==> config.mk <==
export PLATFORM = sky130hd
export DESIGN_NAME = spi_byte_slave
export DESIGN_NICKNAME = d
export VERILOG_FILES = /design/src/rtl/spi_byte_slave.sv
export SDC_FILE = /design/constraint.sdc
export NUM_CORES = 1
export LEC_CHECK = 0
export BUFFER_PORTS_ARGS = -buffer_cell sky130_fd_sc_hd__buf_2
export CORE_MARGIN = 2
export CORE_UTILIZATION = 40
export DETAILED_ROUTE_END_ITERATION = 7
export GPL_ROUTABILITY_DRIVEN = 0
export PLACE_DENSITY = 0.62
export SLEW_MARGIN = 20
export SYNTH_ARGS = -nofsm -noshare
export SYNTH_HDL_FRONTEND = slang
export SYNTH_SLANG_ARGS = --single-unit
==> constraint.sdc <==
create_clock -name clk -period 1.4 [get_ports clk]
set_input_delay 0.28 -clock clk [delete_from_list [all_inputs] [get_ports clk]]
set_output_delay 0.28 -clock clk [all_outputs]
set_load 0.05 [all_outputs]
==> src/rtl/spi_byte_slave.sv <==
// spi_byte_slave: SPI mode-0 (CPOL=0, CPHA=0) byte slave, oversampled in the clk domain.
//   Parameters: SYNC_STAGES  synchronizer depth per SPI input (>= 2)
//               IDLE_MISO    level driven on spi_miso while deselected
//   Ports:      clk, reset           system clock, synchronous active-high reset
//               spi_sck/cs_n/mosi    asynchronous SPI pins from the MCU
//               spi_miso, _oe        slave-out data and pad output enable
//               rd_data, rd_valid    received byte and its one-cycle strobe
//               wr_data, wr_valid    next transmit byte and its one-cycle request
//               start                one-cycle pulse at each transaction start
// Maximum SCK rate is clk / (2*(SYNC_STAGES+2)).
module spi_byte_slave #(
  parameter int unsigned SYNC_STAGES = 2,
  parameter logic        IDLE_MISO   = 1'b0
) (
  input  logic       clk,
  input  logic       reset,
  input  logic       spi_sck,
  input  logic       spi_cs_n,
  input  logic       spi_mosi,
  output logic       spi_miso,
  output logic       spi_miso_oe,
  output logic [7:0] rd_data,
  output logic       rd_valid,
  input  logic [7:0] wr_data,
  output logic       wr_valid,
  output logic       start
);

  localparam int unsigned BYTE_W   = 8;
  localparam int unsigned CNT_W    = 3;
  localparam logic [BYTE_W-1:0] TX_FIRST = 8'h00;
  localparam logic [CNT_W-1:0]  CNT_LAST = 3'd7;

  if (SYNC_STAGES < 2) begin : g_bad_sync
    $error("SYNC_STAGES must be at least 2");
  end

  // Synchronizers, delayed copies for edge detection, post-reset qualification
  logic [SYNC_STAGES-1:0] r_sck_sync;
  logic [SYNC_STAGES-1:0] r_cs_sync;
  logic [SYNC_STAGES-1:0] r_mosi_sync;
  logic                   r_sck_d;
  logic                   r_cs_d;
  logic [SYNC_STAGES:0]   r_flush;
  logic                   r_armed;

  // Datapath registers
  logic [CNT_W-1:0]  r_bit_cnt;
  logic [BYTE_W-1:0] r_rx;
  logic [BYTE_W-1:0] r_tx;
  logic [BYTE_W-1:0] r_rd_data;
  logic              r_rd_valid;
  logic              r_wr_valid;
  logic              r_start;
  logic              r_miso;
  logic              r_miso_oe;
  logic              r_any_rise;

  logic              w_sck;
  logic              w_cs_n;
  logic              w_mosi;
  logic              w_sck_rise;
  logic              w_sck_fall;
  logic              w_cs_fall;
  logic              w_cs_rise;
  logic              w_active;
  logic [BYTE_W-1:0] w_rx_next;

  // Input synchronizers; flops reset to idle pin levels
  always_ff @(posedge clk) begin
    if (reset) begin
      r_sck_sync  <= {SYNC_STAGES{1'b0}};
      r_cs_sync   <= {SYNC_STAGES{1'b1}};
      r_mosi_sync <= {SYNC_STAGES{1'b0}};
      r_sck_d     <= 1'b0;
      r_cs_d      <= 1'b1;
      r_flush     <= '0;
      r_armed     <= 1'b0;
    end else begin
      r_sck_sync  <= {r_sck_sync[SYNC_STAGES-2:0], spi_sck};
      r_cs_sync   <= {r_cs_sync[SYNC_STAGES-2:0], spi_cs_n};
      r_mosi_sync <= {r_mosi_sync[SYNC_STAGES-2:0], spi_mosi};
      r_sck_d     <= w_sck;
      r_cs_d      <= w_cs_n;
      r_flush     <= {r_flush[SYNC_STAGES-1:0], 1'b1};
      // Only arm once real pin data shows CS_n high, so a transaction already
      // in progress when reset releases is ignored until the next CS_n fall.
      r_armed     <= r_armed | (r_flush[SYNC_STAGES] & w_cs_n & r_cs_d);
    end
  end

  assign w_sck      = r_sck_sync[SYNC_STAGES-1];
  assign w_cs_n     = r_cs_sync[SYNC_STAGES-1];
  assign w_mosi     = r_mosi_sync[SYNC_STAGES-1];
  assign w_sck_rise = w_sck & ~r_sck_d;
  assign w_sck_fall = ~w_sck & r_sck_d;
  assign w_cs_fall  = r_armed & r_cs_d & ~w_cs_n;
  assign w_cs_rise  = r_armed & ~r_cs_d & w_cs_n;
  // Selected in this and the previous cycle: SCK edges coincident with a CS
  // edge are dropped because CS handling takes priority.
  assign w_active   = r_armed & ~r_cs_d & ~w_cs_n;
  assign w_rx_next  = {r_rx[BYTE_W-2:0], w_mosi};

  // Shift engine and output strobes
  always_ff @(posedge clk) begin
    if (reset) begin
      r_bit_cnt  <= '0;
      r_rx       <= '0;
      r_tx       <= '0;
      r_rd_data  <= '0;
      r_rd_valid <= 1'b0;
      r_wr_valid <= 1'b0;
      r_start    <= 1'b0;
      r_miso     <= IDLE_MISO;
      r_miso_oe  <= 1'b0;
      r_any_rise <= 1'b0;
    end else begin
      r_start    <= 1'b0;
      r_rd_valid <= 1'b0;
      r_wr_valid <= 1'b0;
      if (w_cs_fall) begin
        r_start    <= 1'b1;
        r_bit_cnt  <= '0;
        r_rx       <= '0;
        r_tx       <= TX_FIRST;
        r_miso     <= TX_FIRST[BYTE_W-1];
        r_miso_oe  <= 1'b1;
        r_any_rise <= 1'b0;
      end else if (w_cs_rise) begin
        r_bit_cnt  <= '0;
        r_miso     <= IDLE_MISO;
        r_miso_oe  <= 1'b0;
      end else if (w_active) begin
        if (w_sck_rise) begin
          r_rx       <= w_rx_next;
          r_bit_cnt  <= r_bit_cnt + CNT_W'(1);
          r_any_rise <= 1'b1;
          if (r_bit_cnt == CNT_LAST) begin
            r_rd_data  <= w_rx_next;
            r_rd_valid <= 1'b1;
            r_wr_valid <= 1'b1;
          end
        end else if (w_sck_fall) begin
          if (r_bit_cnt == '0) begin
            // Byte boundary; a fall before the first rise keeps the 0x00 byte
            if (r_any_rise) begin
              r_tx   <= wr_data;
              r_miso <= wr_data[BYTE_W-1];
            end
          end else begin
            r_tx   <= {r_tx[BYTE_W-2:0], 1'b0};
            r_miso <= r_tx[BYTE_W-2];
          end
        end
      end
    end
  end

  assign spi_miso    = r_miso;
  assign spi_miso_oe = r_miso_oe;
  assign rd_data     = r_rd_data;
  assign rd_valid    = r_rd_valid;
  assign wr_valid    = r_wr_valid;
  assign start       = r_start;

endmodule

==> out/summary.md <==
### Status
* run status: complete, but fails checks
* failing checks: setup timing

### Setup path
* origin of the critical flop-to-flop path: r_cs_sync[1]$_SDFF_PP1_
* last element of the critical path: rd_data[4]$_SDFFE_PP0P_
* type of element launching the critical path: register
* type of element capturing the critical path: register
* Crit. path cell count: 4
* slowest stage cell, crit path: or3b_4
* CP required: 1570 ps
* critical setup path kind: register to register
* Reg-to-Reg End: rd_data[4]$_SDFFE_PP0P_
* Max stage delay on crit path: 410 ps
* Top delay family on crit path: compound AO/OA/AOI/OAI gates
* worst-path cell chain: or3b_4, buf_12, o31ai_1, a21oi_1
* data arrival time of the critical path: 1630 ps
* maximum fanout along the worst path: 19
* CP startpoint: r_cs_sync[1]$_SDFF_PP1_
* Worst R2R Path Depth: 4
* reg-to-reg slack, setup: -70 ps
* number of buffers and inverters on the critical path: 1

### Timing
* pin slew with the least headroom to its limit: 308.7 ps
* Worst Hold Margin: 168.4 ps
* post-route setup slack: -66.55 ps
* f_max: 681.9 MHz
* count of endpoints failing setup in the final report: 7
* setup skew after layout: 3.978 ps
* setup repair after global routing missed its margin: yes
* total negative slack: -236.1 ps
* final hold viol count: 0
* Max-Slew Margin vs Limit: 79.33%
* minimum clock period: 1467 ps
* Max Slew Vio Count: 0
* post-route clock period utilization: 104.8%

### Routing
* post-route ant nets: 0
* first drt pass iteration count: 4
* overall via count from detail_route: 1397
* number of DRC markers after the initial detailed-route iteration: 47
* WL/cell: 13.69 um
* total wirelength of the detailed-routed design: 3.613 mm
* DRC: 0
* mean number of vias per cell: 5.292

### Finish
* number of standard cells in the layout, taps in and fillers out: 264
* post-synthesis to final-layout area growth: 28.44%
* fin nets: 228
* antenna diode instance count: 0
* commonest non-fill, non-tap cell in the layout: dfxtp_1
* sequential cell area: 844.6 um2
* layout cells sized above 1: 41.04%
* number of fill cells: 383
* commonest cells after routing, fill and taps aside: 39 x dfxtp_1, 25 x buf_2, 21 x a21oi_1
* multi-input logic area: 947.2 um2

### Logic synthesis
* flops & latches, synth: 42
* total number of yosys warnings: 0
* number of instances in the synthesized netlist: 179
* syn nets: 195
* Post-Syn Area per Cell: 9.807 um2
* post-synthesis instance area: 1755 um2
* part of the Yosys area used for sequential elements: 47.90%
* count of distinct cell types in the synthesized netlist: 35

### Clock tree
* H-tree lvl count: 2
* count of buffers added by post-CTS timing repair for setup: 0
* clock root buffer master: clkbuf_8
* number of sinks handled by clock tree synthesis: 42
* CTS Buf Count: 5
* clock-pin slew on the worst setup and hold paths: 70 ps
* number of buffers between clock root and the deepest sink: 2
* CTS tree: built
* cts-stage hold buffer count: 0
* clock latency of the later-clocked register in the worst-skew pair: 290 ps

### Die
* initial core utilization: 40.88%
* FP Rows: 24
* core footprint: 4294 um2
* die extent in y: 70.25 um
* width of the chip: 70.25 um
* Top Ports: 26
* die footprint: 4934 um2

### Min path
* Min-Delay Path Depth: 2
* worst hold path type: input pin to register

### Global routing
* remaining global-route overflow: 0
* maximum number of pins on one net before global-route repair: 20
* via count of the first global-routing pass: 1328
* overall fraction of global-route tracks in use: 15.40%
* first-pass GRT wire length: 6.058 mm
* initial antenna violation count: 0

### Power and ir drop
* leakage power: 0.8588 nW
* Peak supply drop: 0.5220 mV
* Cell Pwr Density: 910.0 nW/um2

### Placement
* placed cell count: 257
* number of port buffers: 25
* detailed placement HPWL: 2.199 mm
* Setup WS pre-CTS: -27.06 ps

### Job
* max_cap viols: 0

routing by layer:
metal | wire length [um] | track usage (%) | vias up
li1 | - | - | 713
met1 | 1725 | 20.44 | 650
met2 | 1692 | 24.00 | 29
met3 | 157 | 3.608 | 5
met4 | 38 | 6.410 | 0
met5 | 0 | 0 | -
how the worst min path moves through the flow:
stage / start / endpoint / slack, ps
final: spi_cs_n / r_cs_sync[0]$_SDFF_PP1_ / 170
after global routing: spi_cs_n / r_cs_sync[0]$_SDFF_PP1_ / 160
after CTS: spi_cs_n / r_cs_sync[0]$_SDFF_PP1_ / 160
after detailed placement: r_cs_sync[0]$_SDFF_PP1_ / r_cs_sync[1]$_SDFF_PP1_ / 400
after global placement: r_cs_sync[0]$_SDFF_PP1_ / r_cs_sync[1]$_SDFF_PP1_ / 390
after floorplan: reset / r_sck_sync[0]$_SDFF_PP0_ / 350
stage by stage:
step | area (um2) | total power [mW] | utilization, %
5_1_grt | 2255 | 2.135 | 52.51
3_3_place_gp | 2004 | 1.349 | 46.68
6_report | 2255 | 2.052 | 52.51
2_1_floorplan | 1773 | 1.303 | -
3_5_place_dp | 2004 | 1.351 | 46.68
4_1_cts | 2178 | 2.080 | 50.73
kinds of logic after synthesis:
family / after synthesis / synth area share [%]
compound gates: 57 / 21.53
simple gates: 46 / 16.46
flops: 42 / 47.90
buf+inv: 23 / 7.483
mux: 7 / 3.992
fa+ha+maj: 3 / 2.139
xor+xnor: 1 / 0.4990
final cells by class:
cell class / count / share of cell area, %
inverters: 5 / 0.9434
well taps: 52 / 2.886
flip-flops and latches: 42 / 37.46
clock buffers: 7 / 3.385
repair buffers: 44 / 13.32
multi-input cells: 114 / 42.01
where the power goes:
group	internal [mW]	total [mW]	switching, mW
clock	0.343	0.724	0.380
sequential	1.21	1.22	0.00663
combinational	0.0481	0.112	0.0635
what timing repair did:
action	in CTS	in global routing
cloned	0	0
endpoints found under the setup margin	7	17
gates resized for setup	12	16
endpoints found under the hold margin	0	0
pin swaps	2	5
synth_stat cells:
cell,number,area [um2]
a211oi_2,7,87.58
a21o_1,1,7.510
a21oi_1,21,105.1
a2bb2oi_1,1,8.760
a31o_2,1,8.760
a31oi_1,8,50.05
and2_2,1,7.510
and3_4,1,11.26
buf_1,1,3.750
buf_2,6,30.03
buf_4,1,7.510
buf_6,3,33.78
buf_8,1,15.01
clkbuf_1,6,22.52
clkinv_1,1,3.750
dfxtp_1,42,840.8
ha_1,3,37.54
inv_1,4,15.01
mux2i_1,7,70.07
nand2_1,1,3.750
nand2b_1,1,6.260
nand3_1,10,50.05
nand3b_1,1,7.510
nand4_1,9,56.30
nor2_1,4,15.01
nor2b_1,10,62.56
nor3b_2,1,12.51
nor4_2,1,12.51
o21ai_0,1,5.000
o21ai_1,9,45.04
o31ai_1,8,60.06
or2_2,3,18.77
or2b_1,1,7.510
or3b_1,2,17.52
xor2_1,1,8.760
registers in the layout (all words and copies together) (netlist names), 2 cells and up:
| name | cells |
|---|---|
| r_bit_cnt | 3 |
| r_tx | 7 |
| r_mosi_sync | 2 |
| r_cs_sync | 2 |
| rd_data | 8 |
| r_sck_sync | 2 |
| r_rx | 7 |
| r_flush | 3 |
Note: power is estimated with default switching activity, not from simulation.
